--- src/rtl/p_node_frame.sv ---
// Sequential polar P-node leaf decoder: one LLR pair per accept, exact ML
// decision, NUM_PAIR decisions packed into a frame. Optional psum output: PNODE_PSUM_EN.
module p_node_frame #(
  parameter int LLR_W    = 17,
  parameter int NUM_PAIR = 4,
  parameter int CNT_W    = $clog2(NUM_PAIR) + 1
) (
  input  logic                    clk,
  input  logic                    rst_n,
  input  logic                    in_valid,
  output logic                    in_ready,
  input  logic [LLR_W-1:0]        llr_1,
  input  logic [LLR_W-1:0]        llr_2,
  input  logic                    frozen_1,
  input  logic                    frozen_2,
  output logic                    out_valid,
  input  logic                    out_ready,
  output logic [2*NUM_PAIR-1:0]   u_hat,
  output logic [CNT_W-1:0]        pair_cnt
`ifdef PNODE_PSUM_EN
  ,
  output logic [2*NUM_PAIR-1:0]   psum
`endif
);

  typedef enum logic [0:0] {
    COLLECT = 1'b0,
    HOLD    = 1'b1
  } state_t;

  localparam logic [CNT_W-1:0] LAST_SLOT = CNT_W'(NUM_PAIR - 1);

  state_t                  state_q, state_d;
  logic [CNT_W-1:0]        pair_cnt_q, pair_cnt_d;
  logic [2*NUM_PAIR-1:0]   u_hat_q, u_hat_d, u_hat_wr;

  // Sum is one bit wider than the LLRs so the most-negative pair cannot wrap.
  logic [LLR_W:0]          sum;
  logic                    sum_unused;
  logic                    s1, s2, s_sum;
  logic                    u1, u2;
  logic                    first_accept;

  assign sum        = {llr_1[LLR_W-1], llr_1} + {llr_2[LLR_W-1], llr_2};
  assign sum_unused = ^sum[LLR_W-1:0];
  assign s1         = llr_1[LLR_W-1];
  assign s2         = llr_2[LLR_W-1];
  assign s_sum      = sum[LLR_W];

  always_comb begin
    u1 = 1'b0;
    u2 = 1'b0;
    case ({frozen_1, frozen_2})
      2'b11:   begin u1 = 1'b0;    u2 = 1'b0;  end
      2'b10:   begin u1 = 1'b0;    u2 = s_sum; end
      2'b01:   begin u1 = s1;      u2 = 1'b0;  end
      default: begin u1 = s1 ^ s2; u2 = s2;    end
    endcase
  end

  // The first accept of a frame wipes every slot it does not write.
  assign first_accept = (pair_cnt_q == '0);

`ifdef PNODE_PSUM_EN
  logic [2*NUM_PAIR-1:0]   psum_q, psum_d, psum_wr;
`endif

  genvar gi;
  generate
    for (gi = 0; gi < NUM_PAIR; gi++) begin : g_slot
      assign u_hat_wr[2*gi +: 2] = (pair_cnt_q == CNT_W'(gi)) ? {u2, u1} :
                                   (first_accept ? 2'b00 : u_hat_q[2*gi +: 2]);
`ifdef PNODE_PSUM_EN
      assign psum_wr[2*gi +: 2]  = (pair_cnt_q == CNT_W'(gi)) ? {u2, u1 ^ u2} :
                                   (first_accept ? 2'b00 : psum_q[2*gi +: 2]);
`endif
    end
  endgenerate

  always_comb begin
    state_d    = state_q;
    pair_cnt_d = pair_cnt_q;
    u_hat_d    = u_hat_q;
`ifdef PNODE_PSUM_EN
    psum_d     = psum_q;
`endif
    case (state_q)
      COLLECT: begin
        if (in_valid) begin
          u_hat_d    = u_hat_wr;
`ifdef PNODE_PSUM_EN
          psum_d     = psum_wr;
`endif
          pair_cnt_d = pair_cnt_q + CNT_W'(1);
          if (pair_cnt_q == LAST_SLOT) begin
            state_d = HOLD;
          end
        end
      end
      HOLD: begin
        if (out_ready) begin
          pair_cnt_d = '0;
          state_d    = COLLECT;
        end
      end
      default: state_d = COLLECT;
    endcase
  end

  always_ff @(posedge clk) begin
    if (!rst_n) begin
      state_q    <= COLLECT;
      pair_cnt_q <= '0;
      u_hat_q    <= '0;
`ifdef PNODE_PSUM_EN
      psum_q     <= '0;
`endif
    end else begin
      state_q    <= state_d;
      pair_cnt_q <= pair_cnt_d;
      u_hat_q    <= u_hat_d;
`ifdef PNODE_PSUM_EN
      psum_q     <= psum_d;
`endif
    end
  end

  assign in_ready  = (state_q == COLLECT);
  assign out_valid = (state_q == HOLD);
  assign u_hat     = u_hat_q;
  assign pair_cnt  = pair_cnt_q;
`ifdef PNODE_PSUM_EN
  assign psum      = psum_q;
`endif

endmodule

--- config.mk ---
export PLATFORM = sky130hd
export DESIGN_NAME = p_node_frame
export DESIGN_NICKNAME = d
export VERILOG_FILES = /design/src/rtl/p_node_frame.sv
export SDC_FILE = /design/constraint.sdc
export NUM_CORES = 1
export LEC_CHECK = 0
export ABC_AREA = 1
export CAP_MARGIN = 15
export CORE_UTILIZATION = 39
export CTS_CLUSTER_DIAMETER = 80
export DETAILED_ROUTE_END_ITERATION = 7
export PLACE_DENSITY = 0.83
export SYNTH_ARGS = -nofsm -noshare
export SYNTH_HDL_FRONTEND = slang
export SYNTH_SLANG_ARGS = --single-unit
--- constraint.sdc ---
create_clock -name clk -period 1.9 [get_ports clk]
set_input_delay 0.285 -clock clk [delete_from_list [all_inputs] [get_ports clk]]
set_output_delay 0.285 -clock clk [all_outputs]
set_load 0.005 [all_outputs]
==> flow_summary.toml <==
[detailed_routing]
drcViolationCount = 0
routed_via_density = 4.824
drt_first_iter_violations = 21
firstDrtPassIters = 4
postRouteAntennaNets = 0
drt_wl_total_um = 2605
wl_per_cell_um = 11.18
vias = 1124

[setup_path]
worstPathRequired_ps = 2090
critical_path_class = "in -> reg"
crit_path_frequent_cell = "nand2_1"
cp_data_arrival_time_ps = 1960
cp_slowest_cell = "clkdlybuf4s50_1"
cp-end-kind = "flip-flop"
worst-path-max-fanout = 4
cp-start-kind = "input pin"
worst_path_largest_cell_delay_ps = 520
crit_chain = "clkdlybuf4s50_1 > ha_4 > a21o_1 > nor2_1 > nand2_1 > nor2_1 > nand2_1 > nand2_1 > nand3_2 > nand2_1 > nand2_1 > nand2_1 > inv_1"

[floorplanning]
die-area_um2 = 2760
die_h_um = 52.54
boundaryPins = 53
start_util_pct = 42.96
num_rows = 17
core_um2 = 2318
dieWidth_um = 52.54

[clock_network]
numClockSinks = 12
clock_latency_ps = 280
ctsRootBufferMaster = "clkbuf_4"
cts_setup_buffers = 0
numCtsBuffers = 3
htreeDepth = 1
clk_pin_slew_ps = 80
clockBufferDepth = 2
cts_tree = "done"

[flow_run]
maxCapViolCount = 0

[timing]
fin_worst_skew_ps = 1.364
tightest_slew_ps = 318.7
final.setup.worst_slack_ps = 125.7
finalCriticalPeriod_ps = 1774
relSlewSlack_pct = 78.53
rsz0062_at_grt = "false"
fin_crit_sh_pct = 93.39
fmax_mhz = 563.6
hold_violations = 0
setup-violations-final = 0
maxSlewViolCount = 0

[final_layout]
diodes = 0
synthToLayoutAreaGrowth_pct = 61.43
fillers = 188
regArea_um2 = 240.2
finalInstanceArea_um2 = 1608
drive_gt1_share_pct = 5.854
multi_input_comb_area_um2 = 689.4
finalNetCount = 267

[yosys]
syn_area_per_cell_um2 = 6.729
ys_ff_latch = 12
synth_cell_types = 14
yosysWarnings = 0
yosysSeqAreaShare_pct = 24.12
netlist_area_um2 = 996.0
synth_nets = 209
syn_inst = 148

[pwr]
p_leak_nw = 0.7550
ir_drop_mv = 0.4197
powerDensity_nw_per_um2 = 457.0

[placement]
portBuffers = 52
place_congestion = 0.8108
placed_area_um2 = 1559
place_ws_ps = -199.8
dp_hpwl_um = 2155

[grt]
overflow = 0
antenna_found_initial = 0
grt_pass1_vias = 1056
grt_use_total_pct = 20.88
grt_pass1_wl_um = 4202
grt_max_degree = 11

[outcome]
status = "finished clean"

[worst_hold_path]
worstHoldPathType = "reg -> reg"
==> cells by family after synthesis <==
| group | share of synthesized area [%] |
|---|---|
| flops | 24.12 |
| simple gates | 30.03 |
| fa+ha+maj | 26.38 |
| buf+inv | 7.914 |
| compound gates | 11.56 |
==> synthesized netlist by cell type <==
cell,instances,share of area [%]
dfxtp_1,12,24
nor2_1,16,6.0
clkinv_1,1,0.38
or2_2,1,0.63
a21oi_1,16,8.0
nand2_1,45,17
inv_1,20,7.5
nor2_2,1,0.63
ha_1,21,26
o21ai_0,4,2.0
nand3_1,5,2.5
a21o_1,2,1.5
nand3_2,2,2.0
nand2_2,2,1.3
==> report_power, final <==
part           internal [mW]  total, mW  switching [mW]
clock                  0.117      0.210          0.0931
sequential             0.261      0.270         0.00877
combinational          0.145      0.255           0.109
total                  0.524      0.735           0.211
==> critical path, delay by kind of cell <==
kind	cells	cell delay, ps
buf+inv	2	560
simple gates	9	720
compound gates	1	170
fa+ha+maj	1	230
==> metal layers <==
layer	up-vias	part of all wire, %	GRT usage [%]
li1	588	-	-
met1	494	43	22.51
met2	35	50	39.24
met3	7	5.0	3.478
met4	0	2.0	8.772
met5	-	0	0
==> per-stage QoR <==
step	TNS, ps	hold WS (ps)	utilization, %	std cells	power, mW
after floorplan	0	423.4	-	148	0.3910
after global placement	-225.0	453.2	67.24	229	0.5155
after detailed placement	-669.9	452.4	67.24	229	0.5259
after CTS	0	464.9	68.81	233	0.7353
after global routing	0	493.2	69.35	233	0.7835
final	0	462.8	69.35	233	0.7347
==> cell usage in the layout, fill, tap and decap left out <==
| master | Yosys | layout |
|---|---|---|
| nand3_1 | 5 | 5 |
| inv_1 | 20 | 20 |
| buf_4 | 0 | 1 |
| nor2_1 | 16 | 16 |
| a21o_1 | 2 | 2 |
| clkdlybuf4s50_1 | 0 | 52 |
| o21ai_0 | 4 | 4 |
| ha_4 | 0 | 1 |
| clkinv_1 | 1 | 1 |
| clkbuf_8 | 0 | 1 |
| a21oi_1 | 16 | 16 |
| nor2_2 | 1 | 1 |
| nand3_2 | 2 | 2 |
| nand2_2 | 2 | 2 |
| nand2_1 | 45 | 45 |
| dfxtp_1 | 12 | 12 |
| or2_2 | 1 | 1 |
| ha_1 | 21 | 20 |
| clkbuf_4 | 0 | 3 |
==> flip-flops by register name (all words and copies together) (netlist names) <==
signal / cells
u_hat: 8
pair_cnt: 3
out_valid: 1
==> timing repair <==
action                                  in CTS  in global routing
endpoints found under the hold margin        0                  0
gates resized for setup                      0                  1
endpoints found under the setup margin       0                  1
hold buffers                                 0                  0
==> path summary, 6_finish.rpt <==
check,slack (ps),from,to,cells after the start
worst min register to register,460,u_hat[7],u_hat[7],2
worst max register to register,540,pair_cnt[0],pair_cnt[2],4
worst min-delay path,460,u_hat[7],u_hat[7],2
worst max-delay path,130,llr_1[16],u_hat[1],13
==> area by class of cell <==
class | instances | share of cell area [%]
sequential | 12 | 14.94
multi-input combinational | 115 | 42.88
clock buffer | 4 | 2.257
timing repair buffer | 53 | 32.84
tap | 28 | 2.179
inverter | 21 | 4.903
(Power assumes the default switching activity.)
